==> src/rtl/hazard_controller.sv <==
// Pipeline sequencer for the 5-stage core.
// Drives the fd/dx/xm/mw latch enables and flushes and pc_en. The flush
// and stall decisions cover load-use bubbles, dmem-wait freezes, imem-miss
// bubbles and mispredict flushes. It also tracks the halt drain, a dmem-wait
// watchdog and saturating stall/flush performance counters.
module hazard_controller #(
  parameter int CNT_W    = 32,
  parameter int WD_LIMIT = 256
) (
  input  logic             CLK,
  input  logic             RST,
  input  logic [4:0]       fd_rs1,
  input  logic [4:0]       fd_rs2,
  input  logic             fd_use1,
  input  logic             fd_use2,
  input  logic [4:0]       dx_rd,
  input  logic             dx_memRd,
  input  logic             xm_dmemREN,
  input  logic             xm_dmemWEN,
  input  logic             dhit,
  input  logic             ihit,
  input  logic             xm_mispredict,
  input  logic             mw_halt,
  output logic             pc_en,
  output logic             fd_en,
  output logic             dx_en,
  output logic             xm_en,
  output logic             mw_en,
  output logic             fd_flush,
  output logic             dx_flush,
  output logic             xm_flush,
  output logic             halt,
  output logic             wd_err,
  output logic [CNT_W-1:0] stall_cnt,
  output logic [CNT_W-1:0] flush_cnt
);

  typedef enum logic [1:0] {RUN, DWAIT, HALT} state_t;

  localparam int WD_W = $clog2(WD_LIMIT + 1);
  localparam logic [WD_W-1:0] WD_MAX  = WD_W'(WD_LIMIT);
  localparam logic [WD_W-1:0] WD_LAST = WD_W'(WD_LIMIT - 1);

  state_t          state;
  state_t          stateNext;
  logic [WD_W-1:0] wdCnt;
  logic            dreq;
  logic            loadUse;
  logic            dreqFreeze;
  logic            flushEvt;

  // Counter increment that sticks at all-ones instead of wrapping.
  function automatic logic [CNT_W-1:0] satInc(input logic [CNT_W-1:0] v);
    return (&v) ? v : v + 1'b1;
  endfunction

  assign dreq    = (xm_dmemREN | xm_dmemWEN) & ~dhit;
  // x0 is hard-wired zero, so a load targeting it never creates a hazard.
  assign loadUse = dx_memRd & (dx_rd != 5'd0) &
                   ((fd_use1 & (fd_rs1 == dx_rd)) | (fd_use2 & (fd_rs2 == dx_rd)));
  assign halt    = (state == HALT);

  // Prioritised enable/flush decode and next-state selection.
  always_comb begin
    pc_en      = 1'b1;
    fd_en      = 1'b1;
    dx_en      = 1'b1;
    xm_en      = 1'b1;
    mw_en      = 1'b1;
    fd_flush   = 1'b0;
    dx_flush   = 1'b0;
    xm_flush   = 1'b0;
    stateNext  = state;
    dreqFreeze = 1'b0;
    flushEvt   = 1'b0;
    if (state == HALT) begin
      {pc_en, fd_en, dx_en, xm_en, mw_en} = 5'b0;
    end else if (mw_halt) begin
      {pc_en, fd_en, dx_en, xm_en, mw_en} = 5'b0;
      stateNext = HALT;
    end else if (dreq) begin
      {pc_en, fd_en, dx_en, xm_en, mw_en} = 5'b0;
      stateNext  = DWAIT;
      dreqFreeze = 1'b1;
    end else begin
      // dreq has dropped (or never rose): the pipeline resumes this cycle.
      stateNext = RUN;
      if (xm_mispredict) begin
        fd_flush = 1'b1;
        dx_flush = 1'b1;
        xm_flush = 1'b1;
        flushEvt = 1'b1;
      end else if (loadUse) begin
        pc_en    = 1'b0;
        fd_en    = 1'b0;
        dx_flush = 1'b1;
      end else if (!ihit) begin
        pc_en    = 1'b0;
        fd_flush = 1'b1;
      end
    end
  end

  // State register.
  always_ff @(posedge CLK) begin
    if (RST) state <= RUN;
    else     state <= stateNext;
  end

  // Dmem-wait watchdog: counts consecutive freeze cycles, error is sticky.
  always_ff @(posedge CLK) begin
    if (RST) begin
      wdCnt  <= '0;
      wd_err <= 1'b0;
    end else if (dreqFreeze) begin
      if (wdCnt != WD_MAX) wdCnt <= wdCnt + 1'b1;
      if (wdCnt >= WD_LAST) wd_err <= 1'b1;
    end else begin
      wdCnt <= '0;
    end
  end

  // Saturating performance counters.
  always_ff @(posedge CLK) begin
    if (RST) begin
      stall_cnt <= '0;
      flush_cnt <= '0;
    end else begin
      if (!pc_en && state != HALT) stall_cnt <= satInc(stall_cnt);
      if (flushEvt) flush_cnt <= satInc(flush_cnt);
    end
  end

endmodule

==> config.mk <==
export PLATFORM = sky130hd
export DESIGN_NAME = hazard_controller
export DESIGN_NICKNAME = d
export VERILOG_FILES = /design/src/rtl/hazard_controller.sv
export SDC_FILE = /design/constraint.sdc
export NUM_CORES = 1
export LEC_CHECK = 0
export ABC_CLOCK_PERIOD_IN_PS = 2510
export BUFFER_PORTS_ARGS = -buffer_cell sky130_fd_sc_hd__buf_2
export CAP_MARGIN = 5
export CELL_PAD_IN_SITES_DETAIL_PLACEMENT = 2
export CELL_PAD_IN_SITES_GLOBAL_PLACEMENT = 2
export CORE_AREA = 2 2 129 131
export DETAILED_ROUTE_END_ITERATION = 12
export DIE_AREA = 0 0 131 133
export HOLD_SLACK_MARGIN = 0.02
export PLACE_DENSITY = 0.63
export SLEW_MARGIN = 25
export SYNTH_ARGS = -nofsm -noshare
export SYNTH_HDL_FRONTEND = slang
export SYNTH_SLANG_ARGS = --single-unit
==> constraint.sdc <==
create_clock -name CLK -period 2.51 [get_ports CLK]
set_input_delay 0 -clock CLK [delete_from_list [all_inputs] [get_ports CLK]]
set_output_delay 0 -clock CLK [all_outputs]
set_load 0.05 [all_outputs]
# --- Yosys cells after proc, flatten, opt, wreduce, memory -nomap -nowiden ---
# Index checks and enable logic that the tools add are counted.
word_totals:
  register_bits: 76
  latch_bits: 0
  ram_bits: 0
  romBits: 0
  out_inout_bits: 74
  word_cells: 68
  memories: 0
op_classes:
  add_sub_neg: 3
  n_mul: 0
  n_div: 0
  order_cmp: 1
  n_eq_ne: 5
  shifts: 0
  muxes: 34
  n_bitwise: 11
  n_reduce_logical: 9
op_table:
  columns: ["cell", "count"]
  rows:
  - ["adder 32 x 1 -> 32 bit (second input constant)", 2]
  - ["AND reduction 32 bit", 2]
  - ["two-way mux 1 bit", 33]
  - ["== test 5 bit", 2]
  - ["adder 9 x 1 -> 9 bit (second input constant)", 1]
  - ["greater-or-equal comparator 9 x 8 -> 1 bit (second input constant)", 1]
  - ["inequality test 9 bit (second input constant)", 1]
  - ["AND reduction 2 bit", 3]
  - ["AND 1 bit", 5]
  - ["nonzero test 5 bit", 1]
  - ["NOT 1 bit", 4]
  - ["== test 2 bit (second input constant)", 1]
  - ["two-way mux 2 bit", 1]
  - ["inequality test 2 bit (second input constant)", 1]
  - ["OR 1 bit", 2]
  - ["OR reduction 2 bit", 1]
  - ["logical AND 1 bit", 1]
  - ["logical NOT 1 bit", 1]

# --- Logic depth before layout (Yosys ltp) ---
logic_depth:
  depth_word: 12
  depth_mapped: 10
  depth_no_buf: 7

# --- Worst setup path after synthesis ---
# Ideal clock, no wire load.
synth_path:
  path_type: "reg-to-reg"
  startpoint: "register stall_cnt[6]"
  endpoint: "register stall_cnt[29]"
  setup_time_ps: 70
  t_arrival_ps: 2240
  required_ps: 2440
  setup_slack_ps: 200
  stages_incl_launch_ff: 9
  period_less_slack_ps: 2310
  path_cell_list: "dfxtp_1 and4_4 and4_1 buf_4 and3_1 buf_4 nand4_1 or4_1 a21oi_1"
synth_via:
  elab_chain_cells: 3
  word_cells_on_any_way: 4
  cone_classes: "add/sub (1); bitwise (1); reduce/logical (2)"
synth_rtl:
  columns: ["element", "line", "text"]
  rows:
  - ["start, declared", "34", "output logic [CNT_W-1:0] stall_cnt,"]
  - ["start signal, assigned", "129", "if (!pc_en && state != HALT) stall_cnt <= satInc(stall_cnt);"]
  - ["parallel branches: the longest is 3 deep, another holds adder 32 x 1 -> 32 bit", null, null]
# Parallel ways; which one is timed is not known.
# A chain may end at the register's enable or synchronous reset.

# --- Final worst setup path ---
layout_path:
  startpoint: "register flush_cnt[7]"
  endpoint: "register flush_cnt[10]"
layout_via:
  elab_chain_cells: 3
  word_cells_on_any_way: 4
  cone_classes: "add/sub (1); bitwise (1); reduce/logical (2)"
layout_rtl:
  columns: ["element", "line", "text"]
  rows:
  - ["start, declared", "35", "output logic [CNT_W-1:0] flush_cnt"]
  - ["start signal, assigned", "130", "if (flushEvt) flush_cnt <= satInc(flush_cnt);"]
  - ["parallel branches: the longest is 3 deep, another holds adder 32 x 1 -> 32 bit", null, null]
# Parallel ways; which one is timed is not known.

==> summary.md <==
| Metric | Value |
|---|---|
| EDFF count, synth | 0 |
| 1st-iter DRT viols | 108 |
| Core Rows | 47 |
| M1 GR Usage | 19.4% |
| Port Buffers | 99 |
| Register area share after synthesis | 38.4% |
| IO Count | 100 |
| Final Hold Fails | 0 |
| Resized cells post-CTS | 0 |
| Nets@finish | 606 |
| Routed WL per cell | 16.2 µm |
| Share of cells above drive strength 1 | 25.0% |
| First-pass GRT wire length | 21400 µm |
| Int Pwr | 1980 µW |
| Antenna Nets Post-Route | 0 |
| Headroom to the max-slew limit | 47.3% |
| Fmax | 0.460 GHz |
| Clock Sinks | 76 |
| Crit path capture type | register |
| Root buffer cell | clkbuf_16 |
| Worst hold path type | in2reg |
| Crit path time final | 2170 ps |
| Clock Skew | 7.75 ps |
| Die Ht | 133 µm |
| Most frequent cells in the layout | buf_2, dfxtp_1, nor2_1 |
| Critical path required time | 2710 ps |
| Critical path data arrival time | 2370 ps |
| DPL Wire Length | 9530 µm |
| Max-slew violations | 0 |
| Flops & latches, synth | 76 |
| Area Overhead vs Synth | 26.6% |
| Worst path cell trace | nand4_1 -> or4_4 -> o31ai_4 -> nor3_1 -> xnor2_1 -> nor2_1 |
| Worst vdd ir | 0.306 mV |
| Grt ovf | 0 |
| Synth warn | 0 |
| Met3 usage | 2.79% |
| Maximum buffer depth of the clock tree | 2 |
| CP top delay family | simple AND/OR/NAND/NOR gates |
| Worst skew pair latency | 340 ps |
| Vias per cell | 4.93 |
| Routed WL | 13000 µm |
| Period utilization | 86.5% |
| Ant. Diodes | 0 |
| Synthesized area | 0.00397 mm² |
| DRC Markers | 0 |
| Max_cap viols | 0 |
| Commonest non-fill, non-tap cell in the layout | buf_2 |
| Tot GR Track Use | 15.4% |
| Setup TNS | 0 ps |
| CTS tree | yes |
| Largest net degree at the start of global routing | 71 |
| Avg Cell Area, Syn | 8.37 µm² |
| Buffers & Inverters on Critical Path | 0 |
| Vias in the first global route | 4162 |
| Final setup viols | 0 |
| Final WS setup | 338 ps |
| Ys flop type | dfxtp_1 |
| Sw power | 712 µW |
| Global route hottest layer | met2 |
| Die width | 131 µm |
| Initial core utilization | 24.5% |
| Clk pin slew, worst setup/hold paths | 60 ps |
| Lkg Pwr | 0.00190 µW |
| DIE AREA | 0.0174 mm² |
| GP Congestion | 0.730 |
| Register share of total power | 45.3% |
| First drt pass iteration count | 4 |
| Core area | 0.0162 mm² |
| Peak fanout along the critical path | 7 |
| Met2 usage | 26.4% |
| Worst slack, placed | 306 ps |
| Status | completed |
| Crit start category | register |
| Synthesized instance count | 474 |
| Net Sw Frac | 26.4% |
| Gate power share | 8.4% |
| Crit-path slowest cell | or4_4 |
| Async SR Flop Fraction | 0% |
| Pwr dens | 537 mW/mm² |
| Distinct cells, synth | 48 |
| Initial antenna violation count | 0 |
| H-tree Lvls | 3 |
| Tightest Pin Transition | 791 ps |
| Via count | 3943 |
| Slowest stage delay, CP | 640 ps |
| Unrepaired setup endpoints after global routing | false |
| Clock buffer count from CTS | 9 |
| Total Power | 2700 µW |
| Post-Syn Nets | 505 |
| WS Path Type | reg2reg |
| Clock share of power | 46.3% |
==> power groups by stage <==
| stage | clock network [µW] | logic (µW) | registers [µW] |
|---|---|---|---|
| 4_1_cts | 1300 | 232 | 1220 |
| 5_1_grt | 1340 | 250 | 1220 |
| 2_1_floorplan | 0 | 135 | 1260 |
| 3_3_place_gp | 0 | 224 | 1250 |
| 6_report | 1250 | 227 | 1220 |
| 3_5_place_dp | 0 | 230 | 1250 |
==> cells in the mapped netlist, types with 2 or more instances <==
master	count	share of area (%)
xnor2_1	28	6.2
buf_2	5	0.63
nand4_1	30	4.7
dfxtp_1	76	38
nor2_1	50	4.7
nand2b_1	2	0.32
nor3_1	13	1.6
and2_1	8	1.3
nand3_1	21	2.6
nor4b_1	2	0.44
nor4_1	2	0.32
clkbuf_1	10	0.95
o21ai_0	19	2.4
and3_1	10	1.6
or3_1	18	2.8
a21oi_1	39	4.9
and4_1	12	2.6
or4_1	15	2.8
o21a_1	3	0.57
nand2_1	28	2.6
xor2_1	14	3.1
mux2_2	5	1.4
inv_1	10	0.95
nor2b_1	6	0.95
ha_1	5	1.6
buf_4	8	1.5
o31ai_1	14	2.6
==> logic make-up (layout without fill, tap and decap cells) <==
family                     Yosys count  count (layout)  synth area share (%)
xor gates and xnor gates            42              42                  9.27
muxes                                5               5                  1.42
AOI/OAI and AO/OA                   84              84                  13.0
DFF                                 76              76                  38.4
buffers and inverters               35             141                  4.26
adders and majority gates            5               5                  1.58
and+or+nand+nor                    227             227                  32.1
==> registers in the layout, indices dropped and copies added (netlist names) <==
name,count
flush_cnt,32
stall_cnt,32
wdCnt,9
state,2
wd_err,1
==> metal layers <==
layer  wire length (µm)  up-vias
met5                  0        -
met4                162        0
met3                408       14
met2               6590       52
met1               5800     1939
li1                   -     1938
==> area by class of cell <==
type,count,area (µm²)
fillers,1893,11200
inverters,10,37.5
clock buffers,11,243
clock inverters,5,36.3
repair buffers,115,631
well taps,220,275
flip-flops and latches,76,1520
multi-input cells,363,2280
==> tightest hold or removal path, delay by kind of cell <==
kind	cells	cell delay [ps]
and+or+nand+nor	1	360
AOI/OAI and AO/OA	1	70
buffers and inverters	1	90
==> what timing repair did <==
item,4_1_cts,5_1_grt
setup buffers,0,1
hold buffers,1,0
endpoints found under the hold margin,1,0
setup endpoints to repair,0,1
==> worst paths after layout <==
kind	start	end	slack, ps	cells past startpoint
setup / recovery	flush_cnt[7]	flush_cnt[10]	340	6
hold reg to reg	stall_cnt[30]	stall_cnt[30]	490	2
hold / removal	RST	wdCnt[8]	240	3
setup reg to reg	flush_cnt[7]	flush_cnt[10]	340	6
==> stage by stage <==
stage / area, µm² / hold WS (ps) / std cells / utilization (%)
4_1_cts: 5010 / 238 / 799 / 31.0
5_1_grt: 5020 / 302 / 800 / 31.0
3_3_place_gp: 4720 / 307 / 782 / 29.2
3_5_place_dp: 4720 / 321 / 782 / 29.2
6_report: 5020 / 235 / 800 / 31.0
2_1_floorplan: 3970 / 163 / 474 / -
(Power assumes the default switching activity.)
